$ cat config.mk
export PLATFORM = sky130hd
export DESIGN_NAME = vga_fetch_flat
export DESIGN_NICKNAME = d
export VERILOG_FILES = /design/src/rtl/vga_fetch_if.sv /design/src/rtl/vga_fetch.sv /design/src/flat_wrapper.sv
export SDC_FILE = /design/constraint.sdc
export NUM_CORES = 1
export LEC_CHECK = 0
export CAP_MARGIN = 10
export CORE_ASPECT_RATIO = 1.75
export CORE_MARGIN = 3
export CORE_UTILIZATION = 40
export DETAILED_ROUTE_END_ITERATION = 8
export SETUP_SLACK_MARGIN = 0.3
export SLEW_MARGIN = 5
export SYNTH_ARGS = -nofsm -noshare
export SYNTH_HDL_FRONTEND = slang
export SYNTH_HIERARCHICAL = 1
export SYNTH_SLANG_ARGS = --single-unit
$ cat constraint.sdc
create_clock -name clock -period 7 [get_ports clock]
set_input_delay 1.4 -clock clock [delete_from_list [all_inputs] [get_ports clock]]
set_output_delay 1.4 -clock clock [all_outputs]
set_load 0.05 [all_outputs]
$ cat src/rtl/vga_fetch_if.sv
// Memory-side read port bundle between vga_fetch and memory_interface.
// Latency: n/a, wires only.
// Backpressure: requester holds vga_flag; memory accepts with done_vga when it wins arbitration.
//
// Signals:
//   vga_flag   requester -> memory   read request
//   done_vga   memory -> requester   request accepted this cycle
//   vga_pixel  memory -> requester   read data, valid a fixed latency after done_vga
interface vga_fetch_if #(
    parameter int MEM_W = 36
) ();
    logic             vga_flag;
    logic             done_vga;
    logic [MEM_W-1:0] vga_pixel;

    // master: the fetch client; slave: the memory arbiter
    modport master (output vga_flag, input done_vga, input vga_pixel);
    modport slave  (input vga_flag, output done_vga, output vga_pixel);
endinterface

$ cat src/rtl/vga_fetch.sv
// VGA read client: issues frame reads, buffers returned words, streams two pixels per word.
// Latency: pixel registered one edge after pix_req; read data lands READ_LAT edges after done_vga.
// Backpressure: requests only while FIFO occupancy plus in-flight reads fits; starved pix_req flags underflow.
//
// Ports:
//   clock, reset     system clock, synchronous active-low reset
//   frame_flag       start-of-frame pulse (restarts fetch, flushes buffered data)
//   mem              vga_fetch_if.master: vga_flag out, done_vga in, vga_pixel in
//   pix_req          display consumes one pixel this cycle
//   pix_data         registered pixel (0 when no pixel available)
//   pix_valid        pix_data holds a real pixel
//   underflow        sticky per frame: pix_req seen with nothing to give
//   underflow_count  (only with VGA_FETCH_STATS_EN) saturating count of underflow cycles this frame
//
// Optional feature macro: VGA_FETCH_STATS_EN

// Small synchronous FIFO used for the word buffer. Flush has priority over push/pop.
// Latency: pushed word visible at head on the following cycle (no bypass).
// Backpressure: none internally; caller must never push full or pop empty (asserted).
module vga_fetch_fifo #(
    parameter int W     = 36,
    parameter int DEPTH = 16,
    parameter int LOG   = 4
) (
    input  logic         clock,
    input  logic         reset,
    input  logic         flush_i,
    input  logic         push_vld_i,
    input  logic [W-1:0] push_dat_i,
    input  logic         pop_vld_i,
    output logic [W-1:0] head_dat_o,
    output logic [LOG:0] count_o
);
    localparam logic [LOG:0] CNT_FULL = (LOG+1)'(DEPTH);

    logic [W-1:0]   store_q [DEPTH];
    logic [LOG-1:0] wr_ptr_q, wr_ptr_d;
    logic [LOG-1:0] rd_ptr_q, rd_ptr_d;
    logic [LOG:0]   count_q, count_d;

    always_comb begin
        wr_ptr_d = wr_ptr_q;
        rd_ptr_d = rd_ptr_q;
        count_d  = count_q;
        if (flush_i) begin
            wr_ptr_d = '0;
            rd_ptr_d = '0;
            count_d  = '0;
        end else begin
            if (push_vld_i) wr_ptr_d = wr_ptr_q + 1'b1;
            if (pop_vld_i)  rd_ptr_d = rd_ptr_q + 1'b1;
            if (push_vld_i && !pop_vld_i)
                count_d = count_q + 1'b1;
            else if (!push_vld_i && pop_vld_i)
                count_d = count_q - 1'b1;
        end
    end

    always_ff @(posedge clock) begin
        if (!reset) begin
            wr_ptr_q <= '0;
            rd_ptr_q <= '0;
            count_q  <= '0;
        end else begin
            wr_ptr_q <= wr_ptr_d;
            rd_ptr_q <= rd_ptr_d;
            count_q  <= count_d;
        end
    end

    // Storage needs no reset; the count gates every read of it.
    always_ff @(posedge clock) begin
        if (push_vld_i && !flush_i)
            store_q[wr_ptr_q] <= push_dat_i;
    end

    assign head_dat_o = store_q[rd_ptr_q];
    assign count_o    = count_q;

    a_no_overflow: assert property (@(posedge clock) disable iff (!reset)
        (push_vld_i && !pop_vld_i && !flush_i) |-> (count_q != CNT_FULL));
    a_no_underflow: assert property (@(posedge clock) disable iff (!reset)
        (pop_vld_i && !flush_i) |-> (count_q != '0));
endmodule

module vga_fetch #(
    parameter int MEM_W       = 36,
    parameter int PIX_W       = 18,
    parameter int READ_LAT    = 2,
    parameter int FIFO_DEPTH  = 16,
    parameter int LOG_FIFO    = 4,
    parameter int FRAME_WORDS = 153600
) (
    input  logic             clock,
    input  logic             reset,
    input  logic             frame_flag,
    vga_fetch_if.master      mem,
    input  logic             pix_req,
    output logic [PIX_W-1:0] pix_data,
    output logic             pix_valid,
    output logic             underflow
`ifdef VGA_FETCH_STATS_EN
    ,
    output logic [15:0]      underflow_count
`endif
);
    localparam int ISS_W = $clog2(FRAME_WORDS + 1);
    // Wide enough for FIFO count plus every in-flight read.
    localparam int OCC_W = $clog2(FIFO_DEPTH + READ_LAT + 1);

    typedef enum logic [1:0] {
        S_IDLE,
        S_FILL,
        S_RUN,
        S_DONE
    } state_t;

    state_t              state_q, state_d;
    logic [READ_LAT-1:0] pipe_q, pipe_d;
    logic [ISS_W-1:0]    issued_q, issued_d;
    logic                half_q, half_d;
    logic [PIX_W-1:0]    pix_data_q, pix_data_d;
    logic                pix_valid_q, pix_valid_d;
    logic                underflow_q, underflow_d;

    logic [LOG_FIFO:0]   fifo_count;
    logic [MEM_W-1:0]    head_dat;
    logic [OCC_W-1:0]    inflight;
    logic [OCC_W-1:0]    occ;
    logic                req_ok;
    logic                accept;
    logic                fifo_empty;
    logic                disp_active;
    logic                serve;
    logic                starve;
    logic                pop;
    logic [PIX_W-1:0]    cur_pix;

    // Reads accepted but whose data has not yet landed in the FIFO.
    always_comb begin
        inflight = '0;
        for (int i = 0; i < READ_LAT; i++)
            inflight = inflight + OCC_W'(pipe_q[i]);
    end

    assign occ = OCC_W'(fifo_count) + inflight;

    // Requesting is gated by reserved space, so a return can never find the FIFO full.
    // frame_flag suppresses the request so no read straddles the restart.
    assign req_ok = ((state_q == S_FILL) || (state_q == S_RUN))
                 && (occ < OCC_W'(FIFO_DEPTH))
                 && (issued_q < ISS_W'(FRAME_WORDS))
                 && !frame_flag;
    assign mem.vga_flag = req_ok;
    // done_vga outside a request is not ours to count.
    assign accept = req_ok && mem.done_vga;

    assign fifo_empty  = (fifo_count == '0);
    assign disp_active = (state_q == S_RUN) || (state_q == S_DONE);
    assign serve       = pix_req && disp_active && !fifo_empty && !frame_flag;
    assign starve      = pix_req && disp_active && fifo_empty && !frame_flag;
    // A word leaves the FIFO only once its second (low) pixel is consumed.
    assign pop         = serve && half_q;
    assign cur_pix     = half_q ? head_dat[PIX_W-1:0] : head_dat[MEM_W-1:PIX_W];

    vga_fetch_fifo #(
        .W     (MEM_W),
        .DEPTH (FIFO_DEPTH),
        .LOG   (LOG_FIFO)
    ) u_fifo (
        .clock      (clock),
        .reset      (reset),
        .flush_i    (frame_flag),
        .push_vld_i (pipe_q[READ_LAT-1]),
        .push_dat_i (mem.vga_pixel),
        .pop_vld_i  (pop),
        .head_dat_o (head_dat),
        .count_o    (fifo_count)
    );

    always_comb begin
        state_d     = state_q;
        pipe_d      = '0;
        issued_d    = issued_q;
        half_d      = half_q;
        pix_data_d  = pix_data_q;
        pix_valid_d = 1'b0;
        underflow_d = underflow_q;

        case (state_q)
            S_IDLE: state_d = S_IDLE;
            S_FILL: begin
                if ((occ == OCC_W'(FIFO_DEPTH)) || (issued_q == ISS_W'(FRAME_WORDS)))
                    state_d = S_RUN;
            end
            S_RUN: begin
                if (issued_q == ISS_W'(FRAME_WORDS))
                    state_d = S_DONE;
            end
            S_DONE: state_d = S_DONE;
            default: state_d = S_IDLE;
        endcase

        if (frame_flag) begin
            // Restart: anything still in flight belongs to the old frame and is dropped.
            state_d     = S_FILL;
            pipe_d      = '0;
            issued_d    = '0;
            half_d      = 1'b0;
            underflow_d = 1'b0;
            if (pix_req)
                pix_data_d = '0;
        end else begin
            pipe_d[0] = accept;
            for (int i = 1; i < READ_LAT; i++)
                pipe_d[i] = pipe_q[i-1];
            issued_d = issued_q + ISS_W'(accept);
            if (serve) begin
                pix_valid_d = 1'b1;
                pix_data_d  = cur_pix;
                half_d      = ~half_q;
            end else if (pix_req) begin
                // Filler black pixel; only a running display counts it as underflow.
                pix_data_d = '0;
                if (starve)
                    underflow_d = 1'b1;
            end
        end
    end

    always_ff @(posedge clock) begin
        if (!reset) begin
            state_q     <= S_IDLE;
            pipe_q      <= '0;
            issued_q    <= '0;
            half_q      <= 1'b0;
            pix_data_q  <= '0;
            pix_valid_q <= 1'b0;
            underflow_q <= 1'b0;
        end else begin
            state_q     <= state_d;
            pipe_q      <= pipe_d;
            issued_q    <= issued_d;
            half_q      <= half_d;
            pix_data_q  <= pix_data_d;
            pix_valid_q <= pix_valid_d;
            underflow_q <= underflow_d;
        end
    end

    assign pix_data  = pix_data_q;
    assign pix_valid = pix_valid_q;
    assign underflow = underflow_q;

`ifdef VGA_FETCH_STATS_EN
    logic [15:0] ucnt_q, ucnt_d;

    always_comb begin
        ucnt_d = ucnt_q;
        if (frame_flag)
            ucnt_d = '0;
        else if (starve && (ucnt_q != 16'hFFFF))
            ucnt_d = ucnt_q + 16'd1;
    end

    always_ff @(posedge clock) begin
        if (!reset)
            ucnt_q <= '0;
        else
            ucnt_q <= ucnt_d;
    end

    assign underflow_count = ucnt_q;
`endif
endmodule

$ cat src/flat_wrapper.sv
// flat-port wrapper written by rule: the top's interface ports become plain ports
module vga_fetch_flat 
#(
    parameter int MEM_W       = 36,
    parameter int PIX_W       = 18,
    parameter int READ_LAT    = 2,
    parameter int FIFO_DEPTH  = 16,
    parameter int LOG_FIFO    = 4,
    parameter int FRAME_WORDS = 153600
)
  (clock, reset, frame_flag, pix_req, pix_data, pix_valid, underflow, mem_vga_flag, mem_done_vga, mem_vga_pixel);
  vga_fetch_if #(.MEM_W(MEM_W)) mem_i ();
  input  logic clock;
  input  logic reset;
  input  logic frame_flag;
  input  logic pix_req;
  output logic [PIX_W-1:0] pix_data;
  output logic pix_valid;
  output logic underflow;
  output wire logic [$bits(mem_i.vga_flag)-1:0] mem_vga_flag;
  input wire logic [$bits(mem_i.done_vga)-1:0] mem_done_vga;
  input wire logic [$bits(mem_i.vga_pixel)-1:0] mem_vga_pixel;
  assign mem_vga_flag = mem_i.vga_flag;
  assign mem_i.done_vga = mem_done_vga;
  assign mem_i.vga_pixel = mem_vga_pixel;
  vga_fetch #(.MEM_W(MEM_W), .PIX_W(PIX_W), .READ_LAT(READ_LAT), .FIFO_DEPTH(FIFO_DEPTH), .LOG_FIFO(LOG_FIFO), .FRAME_WORDS(FRAME_WORDS)) u_core (.clock(clock), .reset(reset), .frame_flag(frame_flag), .mem(mem_i), .pix_req(pix_req), .pix_data(pix_data), .pix_valid(pix_valid), .underflow(underflow));
endmodule
After elaboration in Yosys (flattened, before gate mapping). Memory sizes are Yosys's and may differ from the RTL's. A register that Yosys moved wholly into a read port is not among the register bits. Cells that the tools add are included.

Bits in registers: 56. Memories: 1. Input port bits: 41. Output and inout port bits: 21. Bits in writable memories: 576. Logic and storage cells: 75.

Reductions and logical operators: 27. $add $sub $neg: 7. Multiplexer cells: 15. Equality and inequality tests: 9. Bitwise logic cells: 3. $lt $le $gt $ge: 2.

Memories: u_core.u_fifo.store_q (depth 16, width 36, read ports 1, clocked after Yosys merged registers in 1, write ports 1, RTL line vga_fetch.sv:36) `logic [W-1:0] store_q [DEPTH];`.

Operator list (count): $mux 18 (4); $add 18x1->18 (1); $eq 18x18->1 const B (1); $lt 18x18->1 const B (1); $logic_and 1x1->1 (13); $mux 5 (2); $add 4x1->4 const B (2); $mux 4 (2); $pmux 2 s4 (1); $ne 3x3->1 const B (2); $add 5x1->5 const B (1); $add 5x5->5 (1); $eq 5x5->1 const B (1); $logic_not 5->1 (1); $lt 5x5->1 const B (1); $sub 5x1->5 const B (1); $eq 2x2->1 const B (2); $logic_not 1->1 (4); $mux 1 (4); $mux 2 (2); $ne 2x2->1 const B (2); $reduce_and 2->1 (2); $logic_or 1x1->1 (3); $not 1->1 (3); 6 further kinds (6).

Depth between registers and ports, before layout. Gate-level depths: netlist of run 1.

Word-level depth: 9. Gate-level depth with buffers: 15. Mapped depth without buffers: 15.

Modules after synthesis. Netlist of run 1, hierarchy kept.

Modules (own cells, without submodules): vga_fetch_fifo (area an instance 22395.2 sq um, cells each 982, sequential area each 17636.9 sq um, instances 1); vga_fetch (area an instance 2099.5 sq um, cells each 223, sequential area each 860.8 sq um, instances 1).

Worst setup path after synthesis of run 1. No wires, ideal clock.

Path kind: input to output. Start point: input frame_flag. End point: output mem_vga_flag. Required time: 5600 ps. Arrival: 2227 ps. Stages on the path: 3. Path buffers: 0. Path slack: 3373 ps. Cells stage by stage: inv_1 nand4_1 nor2_1.

Longest elaborated chain between the ends: 2.

RTL lines: start: declaration (RTL line flat_wrapper.sv:15) `input logic frame_flag;`; $logic_not 1->1 (RTL line vga_fetch.sv:153) `&& !frame_flag;`; $logic_and 1x1->1 (RTL line vga_fetch.sv:153); end: declaration (RTL line flat_wrapper.sv:20) `output wire logic [$bits(mem_i.vga_flag)-1:0] mem_vga_flag;`.

No other way between the ends.

Worst setup path after layout of run 1.
Start point: register u_core.pipe_q[1]. End point: output mem_vga_flag.

Longest elaborated chain between the ends: 6.

RTL lines: start: declaration (RTL line vga_fetch.sv:119) `logic [READ_LAT-1:0] pipe_q, pipe_d;`; start signal: assignment (RTL line vga_fetch.sv:242) `pipe_q <= pipe_d;`; $add 1x1->2 (RTL line vga_fetch.sv:143) `inflight = inflight + OCC_W'(pipe_q[i]);`; $add 5x5->5 (RTL line vga_fetch.sv:146) `assign occ = OCC_W'(fifo_count) + inflight;`; $lt 5x5->1 (RTL line vga_fetch.sv:151) `&& (occ < OCC_W'(FIFO_DEPTH))`; $logic_and 1x1->1 (RTL line vga_fetch.sv:151); $logic_and 1x1->1 (RTL line vga_fetch.sv:152) `&& (issued_q < ISS_W'(FRAME_WORDS))`; $logic_and 1x1->1 (RTL line vga_fetch.sv:153).

No other way between the ends.

==> results.py, run 1 <==
metrics = {
    "synth": {
        "synthDistinctLibCells": 52,
        "yosys.area.top_type": "edfxtp_1",
        "synthArstFlopShare_pct": 0,
        "synth.avg_cell_area_um2": 20.3,
        "yosysWarnings": 6,
        "yosysSeqAreaShare_pct": 75.5,
        "synth_area_leaders": "edfxtp_1 (71%), mux4_2 (13%), dfxtp_1 (4.9%)",
        "synth-main-ff-cell": "edfxtp_1",
        "ys_ff_latch": 636,
        "netlist_area_um2": 24500,
        "synthCells": 1205,
        "synthDominantCellAreaShare_pct": 70.6,
        "syn_nets": 1264,
        "synth_edf_count": 576,
    },
    "sta": {
        "setup_ws_ns": 2.27,
        "rsz0062_at_grt": "no",
        "relSlewSlack_pct": 30.2,
        "finalCritPeriodShare_pct": 67.6,
        "finalClockSkew_ns": 0.0162,
        "clock.fmax_mhz": 211,
        "fin_crit_ns": 4.73,
        "final.setup.tns_ns": 0,
        "tightest_slew_ns": 1.05,
        "setup-violations-final": 0,
        "finalHoldViolations": 0,
        "slew_violations": 0,
    },
    "detailed_routing": {
        "num_vias": 11800,
        "drc": 0,
        "wl_um": 55300,
        "vias_per_cell": 5.56,
        "antenna_left": 0,
        "drtIter0Drc": 1144,
        "drtPass1Iterations": 5,
        "wl_per_cell_um": 26.1,
    },
    "floorplan": {
        "num_io_pins": 62,
        "die_x_um": 193,
        "core_um2": 60500,
        "dieArea_um2": 64400,
        "initial_utilization_pct": 40.5,
        "rows": 119,
        "die_h_um": 333,
    },
    "cells_and_area": {
        "fin_area_um2": 27800,
        "final_nets": 1352,
        "multi_input_area_um2": 5690,
        "area_growth_pct": 13.7,
        "fillCellCount": 5111,
        "drive_above_1_share_pct": 21.9,
        "regArea_um2": 18500,
        "fin_cells": 2122,
    },
    "clock_network": {
        "htreeDepth": 2,
        "clock-sinks": 636,
        "hold_buffers": 0,
        "clkSlewWorstSetupHoldPaths_ns": 0.06,
        "cts_tree": "done",
        "clk_latency_ns": 0.60,
        "cts_setup_buffers": 0,
        "clock_path_buffers": 3,
        "cts_made_buffers": 55,
        "cts-resized-gates": 0,
        "clock-root-buffer": "clkbuf_16",
    },
    "placed_design": {
        "place_area_um2": 26100,
        "io_buffers": 61,
        "gp_congestion": 0.725,
        "place_ws_ns": 2.41,
        "dp.final_hpwl_um": 28300,
        "dp.cells": 2022,
    },
    "grt": {
        "antenna_found_initial": 2,
        "grt_pass1_wl_um": 81300,
        "grt_max_degree": 85,
        "grt_pass1_vias": 12300,
        "grt_overflow_total": 0,
        "grtUsageTotal_pct": 17.3,
    },
    "critical_path": {
        "worstPathArrival_ns": 3.33,
        "cp-end-kind": "primary output",
        "setup.worst_path.start_class": "flop",
        "crit_required_ns": 5.60,
        "path_max_fanout": 8,
        "path_class": "flop to primary output",
    },
    "power_and_ir_drop": {
        "power_density_nw_per_um2": 261,
        "total_power_mw": 7.28,
        "power.static_leakage_nw": 8.54,
        "peakVddDrop_mv": 0.178,
    },
    "outcome": {
        "outcome": "finished, final reports clean",
    },
    "worst_hold_path": {
        "min_path_type": "flop to flop",
    },
    "run": {
        "maxCapViolCount": 0,
    },
}
## state kept, by name, indices dropped and copies added, names as in the netlist, named ones only
name / count
u_core/u_fifo/store_q: 576
u_core/issued_q: 18
u_core/pix_data: 18
u_core/u_fifo/count_o: 5
u_core/u_fifo/rd_ptr_q: 4
u_core/u_fifo/wr_ptr_q: 4
u_core/pipe_q: 2
u_core/state_q: 2
u_core/half_q: 1
u_core/pix_valid: 1
u_core/underflow: 1
## cells in the mapped netlist (4+ instances only)
cell type  count
a21oi_1        8
a22oi_1       72
and2_1        21
buf_1          5
buf_2         17
buf_6          7
clkbuf_1      26
dfxtp_1       60
edfxtp_1     576
ha_1          16
inv_1         15
mux2i_1       21
mux4_2       144
nand2_1       66
nand3_1       11
nand4_1        5
nor2_1        38
nor2b_1        4
nor3_1         5
o21ai_0       13
o21ai_2        9
or3_1          4
xnor2_1       11
xor2_1        14
## per-stage QoR
step,utilization [%],hold WS (ns)
after floorplan,-,0.454
after global placement,43.1,0.444
after detailed placement,43.1,0.450
after CTS,46.1,0.465
after global routing,46.1,0.483
final,46.1,0.453
## routing by layer
| metal | track usage [%] | wire [µm] | vias to the layer above |
|---|---|---|---|
| met5 | 0 | 13 | - |
| met4 | 5.68 | 1740 | 2 |
| met3 | 3.23 | 3120 | 83 |
| met2 | 28.4 | 27100 | 328 |
| li1 | - | - | 5081 |
| met1 | 23.4 | 23300 | 6304 |
## cell usage in the layout, fill, tap and decap left out, types with 3 or more instances in the layout
cell / Yosys / layout
xnor2_1: 11 / 11
mux4_2: 144 / 144
xor2_1: 14 / 14
nand3_1: 11 / 11
nand2b_1: 3 / 3
or3_1: 4 / 4
inv_1: 15 / 15
dfxtp_1: 60 / 58
clkdlybuf4s50_1: 0 / 61
nand2_1: 66 / 66
ha_1: 16 / 16
clkinv_2: 0 / 7
mux2i_1: 21 / 21
a22oi_1: 72 / 72
bufinv_16: 0 / 7
and2_1: 21 / 4
clkbuf_1: 26 / 6
o21ai_0: 13 / 13
nor4_1: 3 / 3
and3_1: 3 / 3
edfxtp_1: 576 / 576
a21oi_1: 8 / 8
nand4_1: 5 / 5
clkinv_1: 0 / 15
o21ai_2: 9 / 9
clkbuf_16: 0 / 55
buf_4: 0 / 25
clkbuf_8: 0 / 4
nor2_1: 38 / 37
nor3_1: 5 / 5
and2_2: 0 / 17
## layout make-up
cell class,instances,area share (%)
timing repair buffer,87,2.94
tap,786,3.53
sequential,636,66.5
clock inverter,34,1.22
antenna,1,0.00899
inverter,15,0.202
multi-input combinational,498,20.4
clock buffer,65,5.22
## worst paths after layout
kind	to	slack, ns	depth (start not counted)	start
hold reg to reg	u_core/pix_data[5]	0.45	2	u_core/pix_data[5]
setup / recovery	mem_vga_flag	2.27	9	u_core/pipe_q[1]
hold / removal	u_core/pix_data[5]	0.45	2	u_core/pix_data[5]
setup reg to reg	u_core/issued_q[10]	3.63	15	u_core/pipe_q[1]
## critical path, cell delays in order (launching register included)
cell and delay [ns]:
dfxtp_1 0.50, inv_1 0.11, fa_1 0.42, inv_1 0.07, ha_1 0.17, nand3_1 0.09
xor2_1 0.23, nand4_1 0.13, nor2_1 0.18, clkdlybuf4s50_1 0.83
## logic make-up after synthesis
group | Yosys count | synth area share, %
fa+ha+maj | 18 | 0.981
mux | 165 | 14.1
compound gates | 113 | 3.40
flops | 636 | 75.5
xor+xnor | 25 | 0.894
buf+inv | 71 | 1.44
simple gates | 177 | 3.68
## report_power, final
part           switching, mW  internal (mW)  total, mW
sequential           0.00131           4.13       4.14
combinational         0.0588         0.0277     0.0865
clock                   1.32           1.73       3.05
total                   1.38           5.89       7.28
No activity file was read; power rests on OpenSTA's default activity.
==> run 2: changes to the inputs <==
==> constraint.sdc (replaced) <==
create_clock -name clock -period 4 [get_ports clock]
set_input_delay 0.8 -clock clock [delete_from_list [all_inputs] [get_ports clock]]
set_output_delay 0.8 -clock clock [all_outputs]
set_load 0.05 [all_outputs]
==> results.py, run 2 (synthesis results as in run 1) <==
metrics = {
    "grt": {
        "grtUsageTotal_pct": 17.7,
        "antenna_found_initial": 4,
        "grt_util_met1_pct": 23.2,
        "grt_overflow_total": 0,
        "grt_max_degree": 42,
        "grt_use_met3_pct": 2.84,
        "grt_pass1_vias": 12600,
        "grt_pass1_wl_um": 83300,
        "busiest_layer": "met2",
        "met2_usage_pct": 30.7,
    },
    "power_and_ir_drop": {
        "power_density_nw_per_um2": 447,
        "swShare_pct": 19.1,
        "power.internal_mw": 10.2,
        "p_seq_share_pct": 57.6,
        "power_switching_mw": 2.39,
        "total_power_mw": 12.6,
        "power.static_leakage_nw": 8.63,
        "comb_power_share_pct": 1.2,
        "clockPowerShare_pct": 41.1,
        "peakVddDrop_mv": 0.320,
    },
    "critical_path": {
        "path_common_cell": "inv_1",
        "crit_chain": "inv_1, fa_1, inv_1, ha_1, nand3_1, xor2_1, nand4_1, nor2_1, buf_2",
        "slowest_stage": "dfxtp_2",
        "path_class": "flop to primary output",
        "path_max_fanout": 8,
        "crit_required_ns": 3.20,
        "worstPathArrival_ns": 2.65,
        "cp_top_family": "adder cells",
        "cp_num_buf_inv": 3,
        "max_stage_delay_ns": 0.43,
        "cp-end-kind": "primary output",
        "setup.worst_path.start_class": "flop",
    },
    "floorplan": {
        "dieArea_um2": 64400,
        "die_x_um": 193,
        "rows": 119,
        "core_um2": 60500,
        "initial_utilization_pct": 40.5,
        "die_h_um": 333,
        "num_io_pins": 62,
    },
    "clock_network": {
        "clock_path_buffers": 3,
        "clock-root-buffer": "clkbuf_16",
        "cts_setup_buffers": 0,
        "clock-sinks": 636,
        "hold_buffers": 0,
        "cts_tree": "done",
        "htreeDepth": 2,
        "cts_made_buffers": 55,
        "clk_latency_ns": 0.59,
        "clkSlewWorstSetupHoldPaths_ns": 0.07,
    },
    "sta": {
        "slew_violations": 0,
        "finalCritPeriodShare_pct": 86.3,
        "final.setup.tns_ns": 0,
        "clock.fmax_mhz": 290,
        "fin_crit_ns": 3.45,
        "rsz0062_at_grt": "no",
        "finalClockSkew_ns": 0.0151,
        "relSlewSlack_pct": 24.8,
        "finalHoldViolations": 0,
        "setup-violations-final": 0,
        "tightest_slew_ns": 1.13,
    },
    "cells_and_area": {
        "drive_above_1_share_pct": 22.6,
        "regMostFlops": "u_core/u_fifo/store_q",
        "final_nets": 1367,
        "largest_reg_flops": 576,
        "mostFrequentLayoutCells": "edfxtp_1 (576), mux4_2 (144), a22oi_1 (72)",
        "area_growth_pct": 14.8,
        "final_util_pct": 46.5,
        "fin_cells": 2138,
        "final_common_cell": "edfxtp_1",
    },
    "placed_design": {
        "io_buffers": 61,
        "dp.cells": 2037,
        "gp_congestion": 0.763,
        "dp.final_hpwl_um": 32600,
    },
    "detailed_routing": {
        "wl_um": 56300,
        "num_vias": 11800,
        "drtPass1Iterations": 4,
        "wl_per_cell_um": 26.3,
        "drtIter0Drc": 950,
        "vias_per_cell": 5.54,
        "antenna_left": 0,
        "drc": 0,
    },
    "worst_hold_path": {
        "min_path_type": "flop to flop",
    },
    "run": {
        "maxCapViolCount": 0,
    },
    "outcome": {
        "outcome": "finished, final reports clean",
    },
}
[run 2: layout make-up]
| cell class | instances | area, µm² |
|---|---|---|
| timing repair buffer | 102 | 1140 |
| multi-input combinational | 498 | 5690 |
| sequential | 636 | 18500 |
| clock buffer | 77 | 1540 |
| antenna | 1 | 2.50 |
| inverter | 15 | 56.3 |
| fill | 5061 | 32300 |
| clock inverter | 23 | 195 |
| tap | 786 | 983 |
[run 2: worst paths after layout]
| check | startpoint | endpoint | slack, ns | cells past startpoint |
|---|---|---|---|---|
| setup / recovery | u_core/pipe_q[1] | mem_vga_flag | 0.55 | 9 |
| hold / removal | u_core/pix_data[3] | u_core/pix_data[3] | 0.46 | 2 |
| setup reg to reg | u_core/pipe_q[1] | u_core/issued_q[10] | 0.77 | 15 |
| hold reg to reg | u_core/pix_data[3] | u_core/pix_data[3] | 0.46 | 2 |
[run 2: power groups by stage]
stage                     combinational [mW]  sequential [mW]  clock (mW)
after floorplan                       0.0303             7.38           0
after CTS                              0.158             7.24        5.29
final                                  0.155             7.24        5.16
after detailed placement               0.158             7.38           0
after global placement                 0.149             7.38           0
after global routing                   0.172             7.23        5.55
[run 2: routing by layer]
layer  routed length, µm  part of all wire [%]
met1               22700                    40
met2               29500                    52
met3                2680                   4.8
met4                1360                   2.4
met5                  41                 0.073
[run 2: stage by stage]
| stage | setup WS (ns) | cell area, µm² | hold WS [ns] |
|---|---|---|---|
| final | 0.547 | 28100 | 0.459 |
| after global routing | 0.350 | 28100 | 0.491 |
| after CTS | 0.412 | 28100 | 0.464 |
| after detailed placement | 0.345 | 26400 | 0.448 |
| after global placement | 0.416 | 26400 | 0.443 |
| after floorplan | 0.467 | 24500 | 0.454 |
[run 2: what timing repair did]
action	CTS	global route
cloned	0	0
setup endpoints to repair	1	1
gates resized for setup	4	2
[run 2: tightest hold or removal path: stages (launching register included)]
cell	delay, ns
dfxtp_1	0.33
nand2_1	0.04
o21ai_0	0.05
